File: src/rtl/instr_fetch_unit.sv
`default_nettype none
// ============================================================================
// Module   : instr_fetch_unit
// Purpose  : Front-end fetch stage. Owns the program counter, issues word
//            fetches to a 1-cycle-latency synchronous instruction memory,
//            buffers returned words in a small FIFO and hands them to decode
//            over a valid/ready handshake. A redirect flushes the buffer and
//            any in-flight response and restarts fetch at the new target.
// Ports    :
//   CLK_pi          in   1   clock, rising edge
//   CPU_RESET_pi    in   1   asynchronous active-high reset
//   imem_req_po     out  1   fetch request this cycle
//   imem_addr_po    out  32  word-aligned fetch address
//   imem_rdata_pi   in   32  instruction data, valid 1 cycle after request
//   if_valid_po     out  1   buffer head holds a valid instruction
//   if_instr_po     out  32  instruction at buffer head
//   if_pc_po        out  32  PC of the head instruction
//   id_ready_pi     in   1   decode accepts the head this cycle
//   redirect_pi     in   1   flush and restart fetch
//   redirect_pc_pi  in   32  restart target (bits [1:0] ignored)
//   fetch_count_po  out  32  instructions delivered to decode
// Revision : 1.0 - initial release
// ============================================================================
module instr_fetch_unit #(
    parameter logic [31:0] RESET_PC = 32'h0000_0000,
    parameter int          FB_DEPTH = 2
) (
    input  logic        CLK_pi,
    input  logic        CPU_RESET_pi,
    output logic        imem_req_po,
    output logic [31:0] imem_addr_po,
    input  logic [31:0] imem_rdata_pi,
    output logic        if_valid_po,
    output logic [31:0] if_instr_po,
    output logic [31:0] if_pc_po,
    input  logic        id_ready_pi,
    input  logic        redirect_pi,
    input  logic [31:0] redirect_pc_pi,
    output logic [31:0] fetch_count_po
);

    localparam int c_PTR_W = (FB_DEPTH > 1) ? $clog2(FB_DEPTH) : 1;
    localparam int c_CNT_W = $clog2(FB_DEPTH + 1);
    localparam int c_OCC_W = c_CNT_W + 1;
    localparam logic [c_OCC_W-1:0] c_DEPTH = c_OCC_W'(FB_DEPTH);
    localparam logic [c_PTR_W-1:0] c_LAST  = c_PTR_W'(FB_DEPTH - 1);

    logic [31:0]        r_pc;
    logic               r_inflight;
    logic [31:0]        r_inflight_pc;
    logic [31:0]        r_fetch_count;
    logic [31:0]        r_hold_instr;
    logic [31:0]        r_hold_pc;
    logic [31:0]        r_fb_instr [FB_DEPTH];
    logic [31:0]        r_fb_pc    [FB_DEPTH];
    logic [c_PTR_W-1:0] r_rd_ptr;
    logic [c_PTR_W-1:0] r_wr_ptr;
    logic [c_CNT_W-1:0] r_count;

    logic               w_valid;
    logic               w_pop;
    logic               w_push;
    logic               w_issue;
    logic [c_OCC_W-1:0] w_occ;
    logic               w_unused_bits;

    function automatic logic [c_PTR_W-1:0] f_next_ptr(input logic [c_PTR_W-1:0] p);
        return (p == c_LAST) ? '0 : p + c_PTR_W'(1);
    endfunction

    assign w_valid = (r_count != '0);
    assign w_pop   = w_valid & id_ready_pi;
    // The response of the request issued last cycle lands now; a redirect
    // this cycle kills it together with the buffered entries.
    assign w_push  = r_inflight & ~redirect_pi;
    assign w_occ   = {1'b0, r_count} + c_OCC_W'(r_inflight);

    // Issue only when the returning word is guaranteed a buffer slot; a pop
    // this cycle frees exactly one slot, which keeps full-rate streaming.
    // Reset gating keeps the request low while reset is asserted.
    assign w_issue = ~CPU_RESET_pi & ~redirect_pi &
                     ((w_occ < c_DEPTH) | ((w_occ == c_DEPTH) & w_pop));

    assign w_unused_bits = &{1'b0, redirect_pc_pi[1:0]};

    always_ff @(posedge CLK_pi or posedge CPU_RESET_pi) begin
        if (CPU_RESET_pi) begin
            r_pc          <= RESET_PC;
            r_inflight    <= 1'b0;
            r_inflight_pc <= 32'h0;
            r_fetch_count <= 32'h0;
            r_hold_instr  <= 32'h0;
            r_hold_pc     <= 32'h0;
            r_rd_ptr      <= '0;
            r_wr_ptr      <= '0;
            r_count       <= '0;
            for (int i = 0; i < FB_DEPTH; i++) begin
                r_fb_instr[i] <= 32'h0;
                r_fb_pc[i]    <= 32'h0;
            end
        end else begin
            // Decode consumed the head even if a redirect coincides.
            if (w_pop) begin
                r_fetch_count <= r_fetch_count + 32'd1;
            end

            // Remember the head so the outputs hold their last value once
            // the buffer drains.
            if (w_valid) begin
                r_hold_instr <= r_fb_instr[r_rd_ptr];
                r_hold_pc    <= r_fb_pc[r_rd_ptr];
            end

            if (redirect_pi) begin
                r_pc       <= {redirect_pc_pi[31:2], 2'b00};
                r_inflight <= 1'b0;
                r_rd_ptr   <= '0;
                r_wr_ptr   <= '0;
                r_count    <= '0;
            end else begin
                r_inflight <= w_issue;
                if (w_issue) begin
                    r_pc          <= r_pc + 32'd4;
                    r_inflight_pc <= r_pc;
                end

                if (w_push) begin
                    r_fb_instr[r_wr_ptr] <= imem_rdata_pi;
                    r_fb_pc[r_wr_ptr]    <= r_inflight_pc;
                    r_wr_ptr             <= f_next_ptr(r_wr_ptr);
                end
                if (w_pop) begin
                    r_rd_ptr <= f_next_ptr(r_rd_ptr);
                end

                case ({w_push, w_pop})
                    2'b10:   r_count <= r_count + c_CNT_W'(1);
                    2'b01:   r_count <= r_count - c_CNT_W'(1);
                    default: r_count <= r_count;
                endcase
            end
        end
    end

    assign imem_req_po    = w_issue;
    assign imem_addr_po   = r_pc;
    assign if_valid_po    = w_valid;
    assign if_instr_po    = w_valid ? r_fb_instr[r_rd_ptr] : r_hold_instr;
    assign if_pc_po       = w_valid ? r_fb_pc[r_rd_ptr]    : r_hold_pc;
    assign fetch_count_po = r_fetch_count;

endmodule
`default_nettype wire
File: config.mk
export PLATFORM = sky130hd
export DESIGN_NAME = instr_fetch_unit
export DESIGN_NICKNAME = d
export VERILOG_FILES = /design/src/rtl/instr_fetch_unit.sv
export SDC_FILE = /design/constraint.sdc
export NUM_CORES = 1
export LEC_CHECK = 0
export BUFFER_PORTS_ARGS = -buffer_cell sky130_fd_sc_hd__buf_2
export CAP_MARGIN = 20
export CORE_MARGIN = 2
export CORE_UTILIZATION = 43
export CTS_CLUSTER_SIZE = 25
export DETAILED_ROUTE_END_ITERATION = 8
export GPL_ROUTABILITY_DRIVEN = 0
export GPL_TIMING_DRIVEN = 0
export PLACE_DENSITY = 0.71
export SLEW_MARGIN = 20
export SYNTH_ARGS = -nofsm -noshare
export SYNTH_HDL_FRONTEND = slang
export SYNTH_SLANG_ARGS = --single-unit
File: constraint.sdc
create_clock -name CLK_pi -period 19.4 [get_ports CLK_pi]
set_clock_uncertainty 0.2 [all_clocks]
set_input_delay 2.91 -clock CLK_pi [delete_from_list [all_inputs] [get_ports CLK_pi]]
set_output_delay 2.91 -clock CLK_pi [all_outputs]
set_load 0.02 [all_outputs]
==> results of run 1 <==
-- cell type report --
cell class              count  share of cell area [%]
well taps                 378                    3.22
inverters                   8                   0.256
flip-flops and latches    285                    48.6
repair buffers            196                    7.01
clock buffers              38                    5.88
multi-input cells         598                    31.4
clock inverters            19                    2.12
plain buffers              50                    1.53
-- Yosys cell counts, drive strengths merged, types with 2 or more instances --
master / number
buf: 22
mux2: 158
nor2b: 2
ha: 5
nor3: 4
and2: 6
mux2i: 63
xor2: 31
nand3b: 3
nand4: 25
and3: 5
nand3: 24
nor2: 19
xnor2: 32
nand2b: 2
nor4: 5
and4: 6
or4b: 2
o21ai: 90
nand2: 108
inv: 8
dfrtp: 285
clkbuf: 28
-- flip-flops by register name (all words and copies together), names as in the netlist --
register	cells
r_fb_pc	60
r_count	2
fetch_count_po	32
r_inflight_pc	30
r_hold_instr	32
r_fb_instr	64
imem_addr_po	30
r_wr_ptr	1
r_inflight	1
r_rd_ptr	1
r_hold_pc	32
-- power groups by stage --
stage                     registers [mW]  clock network [mW]  logic [mW]
after global routing               0.884               0.703       0.560
final                              0.861               0.662       0.508
after floorplan                    0.856                   0       0.345
after CTS                          0.862               0.678       0.518
after global placement             0.864                   0       0.503
after detailed placement           0.872                   0       0.516
-- logic make-up after synthesis --
kind of cell,count (synthesis),share of synthesized area (%)
and+or+nand+nor,212,8.89
muxes,221,20.1
buffers and inverters,58,2.12
DFF,285,59.5
xor gates and xnor gates,63,4.61
adders and majority gates,5,0.522
AOI/OAI and AO/OA,95,4.16
other,1,0.0313
-- critical path, stage by stage --
cell	delay (ns)
buf_2	0.16
inv_8	0.47
buf_16	0.45
o2bb2ai_2	0.25
and2b_1	0.28
buf_4	0.22
buf_2	0.19
-- final timing paths --
| kind | slack, ns | endpoint | startpoint |
|---|---|---|---|
| min in group asynchronous | 2.34 | r_fb_instr[31] | CPU_RESET_pi |
| max in group asynchronous | 15.36 | r_fb_pc[60] | CPU_RESET_pi |
| min | 0.27 | fetch_count_po[31] | fetch_count_po[31] |
| max | 11.31 | imem_req_po | CPU_RESET_pi |
| max reg2reg | 16.37 | r_hold_instr[11] | r_count[0] |
| min reg2reg | 0.27 | fetch_count_po[31] | fetch_count_po[31] |
-- layer usage --
layer	global-route usage [%]	part of all wire, %
met4	4.46	1.8
met1	25.8	46
met2	30.7	47
met5	0	0
met3	3.05	5.2
-- stage by stage --
step           util, %  hold WS, ns  cell area [um2]  total power, mW  instances
3_5_place_dp      48.8        0.256            13500             1.39       1515
6_report          53.1        0.266            14700             2.03       1572
4_1_cts           53.1        0.268            14700             2.06       1572
2_1_floorplan        -        0.279            12000             1.20        941
5_1_grt           53.1        0.279            14700             2.15       1572
3_3_place_gp      48.6        0.255            13400             1.37       1512
==> flow_metrics.env, run 1 <==
export IMPL_clockRootBuffer="clkbuf_16"
export IMPL_multi_input_area_um2=4600
export IMPL_ios=198
export IMPL_clkPwrFrac_pct=32.6
export IMPL_post_cts_resized=0
export IMPL_post_cts_setup_buffers=0
export IMPL_tightest_slew_ns=1.06
export IMPL_htree_levels=1
export IMPL_cts_buffers=31
export IMPL_hold_path_class="register to register"
export IMPL_io_buffers=193
export IMPL_endpoint_kind="output port"
export IMPL_synth_top_area_cell="dfrtp_1"
export IMPL_dieWidth_um=171
export IMPL_fin_ws_ns=11.31
export IMPL_overflow=0
export IMPL_area_delta_synth_final_pct=22.5
export IMPL_ys_async_sr_fraction_pct=100
export IMPL_fin_nets=1243
export IMPL_maxSlewHeadroom_pct=29.1
export IMPL_clkTransAtPathRegs_ns=0.06
export IMPL_place_hpwl_mm=18.7
export IMPL_regArea_um2=7130
export IMPL_grt_pass1_wl_mm=43.4
export IMPL_yosysTopAreaCellShare_pct=59.5
export IMPL_vias=7992
export IMPL_cts_tree="done"
export IMPL_fp_row_count=61
export IMPL_syn_area_per_cell_um2=12.7
export IMPL_p_int_mw=1.40
export IMPL_swShare_pct=31.1
export IMPL_wl_per_cell_um=17.1
export IMPL_first_iter_violations=472
export IMPL_min_period_ns=8.09
export IMPL_die_area_um2=29200
export IMPL_combPwrFrac_pct=25.0
export IMPL_finalSetupViolCount=0
export IMPL_preCtsSetupSlack_ns=11.17
export IMPL_antenna_found_initial=0
export IMPL_ys_seq_area_share_pct=59.5
export IMPL_hold_viol=0
export IMPL_status="completed"
export IMPL_sequentialPowerShare_pct=42.4
export IMPL_grt_pass1_vias=8075
export IMPL_clock_sinks=285
export IMPL_synthesis_area_um2=12000
export IMPL_vdd_ir_drop_max_v=0.0000664
export IMPL_cellPowerDensity_nw_per_um2=138
export IMPL_vias_per_cell=5.08
export IMPL_drv_cap=0
export IMPL_core_area_um2=27600
export IMPL_worstPathArrival_ns=4.98
export IMPL_yosysWarnings=0
export IMPL_ant_nets=0
export IMPL_fill_cells=2472
export IMPL_final_cell_mix="dfrtp_1 (285), buf_2 (204), mux2_2 (158), nand2_1 (108), o21ai_0 (89)"
export IMPL_rsz0062_at_grt="no"
export IMPL_drc_errors=0
export IMPL_p_switching_uw=631
export IMPL_cp_max_fo=104
export IMPL_drive_above_1_share_pct=36.9
export IMPL_fin_crit_sh_pct=41.7
export IMPL_n_antenna_cell=0
export IMPL_p_leak_nw=6.81
export IMPL_clockBufferDepth=3
export IMPL_final_common_cell="dfrtp_1"
export IMPL_synth_cells=940
export IMPL_reg2regPathDepth=6
export IMPL_max_freq_mhz=124
export IMPL_grt_usage_pct=18.6
export IMPL_synth_top_flop_cell="dfrtp_1"
export IMPL_min_path_cells=1
export IMPL_grt_max_degree=105
export IMPL_start_kind="primary input"
export IMPL_ys_types=39
export IMPL_slew_violations=0
export IMPL_firstDrtPassIters=4
export IMPL_synth_seq_cells=285
export IMPL_required_ns=16.29
export IMPL_start_util_pct=43.3
export IMPL_synth_edf_count=0
export IMPL_clock_latency_ns=0.54
export IMPL_wirelength_mm=26.8
export IMPL_setup_tns_final_ns=0
export IMPL_ys_top_cells_by_area="dfrtp_1 (60%), mux2_2 (15%), mux2i_1 (5.3%)"
export IMPL_crit_type="primary input to output port"
export IMPL_die_y_um=171
export IMPL_hold_buffers=0
Power figures use the tool's default switching activity.
==> run 2, diff against run 1 <==
--- a/config.mk
+++ b/config.mk
@@ -5,6 +5,7 @@
 export SDC_FILE = /design/constraint.sdc
 export NUM_CORES = 1
 export LEC_CHECK = 0
+export ABC_AREA = 1
 export BUFFER_PORTS_ARGS = -buffer_cell sky130_fd_sc_hd__buf_2
 export CAP_MARGIN = 20
 export CORE_MARGIN = 2
@@ -13,7 +14,7 @@
 export DETAILED_ROUTE_END_ITERATION = 8
 export GPL_ROUTABILITY_DRIVEN = 0
 export GPL_TIMING_DRIVEN = 0
-export PLACE_DENSITY = 0.71
+export PLACE_DENSITY = 0.73
 export SLEW_MARGIN = 20
 export SYNTH_ARGS = -nofsm -noshare
 export SYNTH_HDL_FRONTEND = slang
==> constraint.sdc (replaced) <==
create_clock -name CLK_pi -period 6.8 [get_ports CLK_pi]
set_clock_uncertainty 0.2 [all_clocks]
set_input_delay 1.02 -clock CLK_pi [delete_from_list [all_inputs] [get_ports CLK_pi]]
set_output_delay 1.02 -clock CLK_pi [all_outputs]
set_load 0.02 [all_outputs]
==> flow_metrics.env, run 2 <==
export IMPL_clkTransAtPathRegs_ns=0.06
export IMPL_first_iter_violations=1139
export IMPL_vias=11300
export IMPL_dieWidth_um=177
export IMPL_final_common_cell="nand2_1"
export IMPL_cts_buffers=31
export IMPL_io_buffers=192
export IMPL_htree_levels=1
export IMPL_vias_per_cell=5.07
export IMPL_core_area_um2=29500
export IMPL_area_delta_synth_final_pct=21.5
export IMPL_post_cts_setup_buffers=0
export IMPL_fin_nets=1876
export IMPL_wirelength_mm=34.9
export IMPL_yosysWarnings=0
export IMPL_timing_rr_start="r_count[0]"
export IMPL_grt_pass1_vias=11000
export IMPL_synth_edf_count=0
export IMPL_crit_type="register to output port"
export IMPL_reg2reg_to="imem_addr_po[18]"
export IMPL_finalSetupViolCount=0
export IMPL_place_hpwl_mm=24.9
export IMPL_post_cts_resized=0
export IMPL_synthesis_area_um2=12800
export IMPL_synth_top_flop_cell="dfrtp_1"
export IMPL_startpoint="r_rd_ptr"
export IMPL_die_area_um2=31200
export IMPL_reg2regPathDepth=12
export IMPL_synth_common_cells="nand2_1 (467), dfrtp_1 (285), inv_1 (151)"
export IMPL_syn_area_per_cell_um2=8.17
export IMPL_overflow=0
export IMPL_endpoint_kind="output port"
export IMPL_start_kind="register"
export IMPL_ios=198
export IMPL_status="completed"
export IMPL_min_period_ns=3.84
export IMPL_yosysTopAreaCellShare_pct=55.7
export IMPL_cellPowerDensity_nw_per_um2=445
export IMPL_clockRootBuffer="clkbuf_16"
export IMPL_p_leak_nw=7.84
export IMPL_ys_seq_area_share_pct=55.7
export IMPL_antenna_found_initial=1
export IMPL_synth_most_common_cell="nand2_1"
export IMPL_hold_path_class="primary input to asynchronous set/reset pin"
export IMPL_place_area_um2=14400
export IMPL_ant_nets=0
export IMPL_tightest_slew_ns=0.668
export IMPL_hold_viol=0
export IMPL_grt_max_degree=36
export IMPL_ys_types=29
export IMPL_finalNonFillerCells=2217
export IMPL_clock_latency_ns=0.56
export IMPL_synth_seq_cells=285
export IMPL_synth_top_area_cell="dfrtp_1"
export IMPL_ys_top_cells_by_area="dfrtp_1 (56%), nand2_1 (14%), o21ai_0 (5.4%)"
export IMPL_synth_cells=1568
export IMPL_setup_tns_final_ns=0
export IMPL_grt_pass1_wl_mm=56.8
export IMPL_worstPathArrival_ns=2.62
export IMPL_reg_top3="r_fb_instr (64), r_fb_pc (60)"
export IMPL_top_register="r_fb_instr"
export IMPL_clock_sinks=285
export IMPL_die_y_um=177
export IMPL_slew_violations=0
export IMPL_ys_async_sr_fraction_pct=100
export IMPL_stdcell_area_um2=15600
export IMPL_wl_per_cell_um=15.7
export IMPL_drive_above_1_share_pct=16.5
export IMPL_fp_row_count=63
export IMPL_drv_cap=0
export IMPL_grt_usage_pct=22.5
export IMPL_hold_buffers=0
export IMPL_required_ns=5.58
export IMPL_drc_errors=0
export IMPL_final_cell_mix="nand2_1 (467), dfrtp_1 (285), buf_2 (211), inv_1 (150), o21ai_0 (137)"
export IMPL_fin_crit_sh_pct=56.5
export IMPL_cp_max_fo=10
export IMPL_vdd_ir_drop_max_v=0.000223
export IMPL_cts_tree="done"
export IMPL_start_util_pct=43.4
export IMPL_clockBufferDepth=3
export IMPL_rsz0062_at_grt="no"
export IMPL_firstDrtPassIters=5
export IMPL_largest_reg_flops=64
export IMPL_max_freq_mhz=260
export IMPL_ff2ff_setup_slack_ns=4.53
export IMPL_place_inst=2160
export IMPL_maxSlewHeadroom_pct=55.5
-- run 2: area by class of cell --
class                      instances  area [um2]
fill                            2832       13900
sequential                       285        7130
multi-input combinational       1058        4720
timing repair buffer             201        1140
clock buffer                      40         860
inverter                         154         584
tap                              390         488
buffer                            72         377
clock inverter                    16         253
antenna                            1        2.50
-- run 2: worst max-delay path by stage --
| stage | end | cells after the start |
|---|---|---|
| CTS | if_pc_po[17] | 6 |
| detailed placement | imem_req_po | 9 |
| floorplan | fetch_count_po[0] | 1 |
| global route | if_instr_po[29] | 6 |
| finish | if_pc_po[17] | 6 |
| global placement | r_fb_instr[37] | 2 |
-- run 2: power by group --
part	switching, mW	leakage (nW)	internal (mW)	total, mW
logic	1.62	3.69	0.764	2.39
registers	0.363	3.61	2.36	2.72
clock network	0.691	0.541	1.12	1.81
-- run 2: per-stage QoR --
| step | power [mW] | utilization (%) | setup slack [ns] | hold WS, ns |
|---|---|---|---|---|
| final | 6.92 | 52.8 | 2.96 | 0.282 |
| after global routing | 7.39 | 52.8 | 2.84 | 0.281 |
| after CTS | 6.95 | 52.8 | 2.96 | 0.274 |
| after detailed placement | 5.12 | 49.0 | 3.40 | 0.273 |
| after global placement | 5.03 | 48.4 | 0.153 | 0.266 |
| after floorplan | 4.26 | - | 1.80 | 0.253 |
-- run 2: critical path: stages, from the launching register on --
cell and delay [ns]:
dfrtp_1 0.36, clkbuf_1 0.28, inv_2 0.28, clkbuf_1 0.41, nand2_1 0.12, a21oi_1 0.35
buf_2 0.24
-- run 2: layer usage --
| layer | global-route usage [%] | wire length [um] | share of wire (%) |
|---|---|---|---|
| met5 | 0 | 0 | 0 |
| met2 | 35.9 | 16100 | 46 |
| met3 | 3.60 | 2420 | 6.9 |
| met1 | 32.2 | 15700 | 45 |
| met4 | 5.68 | 714 | 2.0 |
-- run 2: cells by family after synthesis --
group / after synthesis / share of synthesized area (%)
adder cells (fa/ha/maj): 5 / 0.488
AO/OA/AOI/OAI: 301 / 11.8
other: 1 / 0.0293
flip-flops: 285 / 55.7
buffers and inverters: 226 / 7.47
XOR/XNOR: 21 / 1.44
AND/OR/NAND/NOR: 729 / 23.1
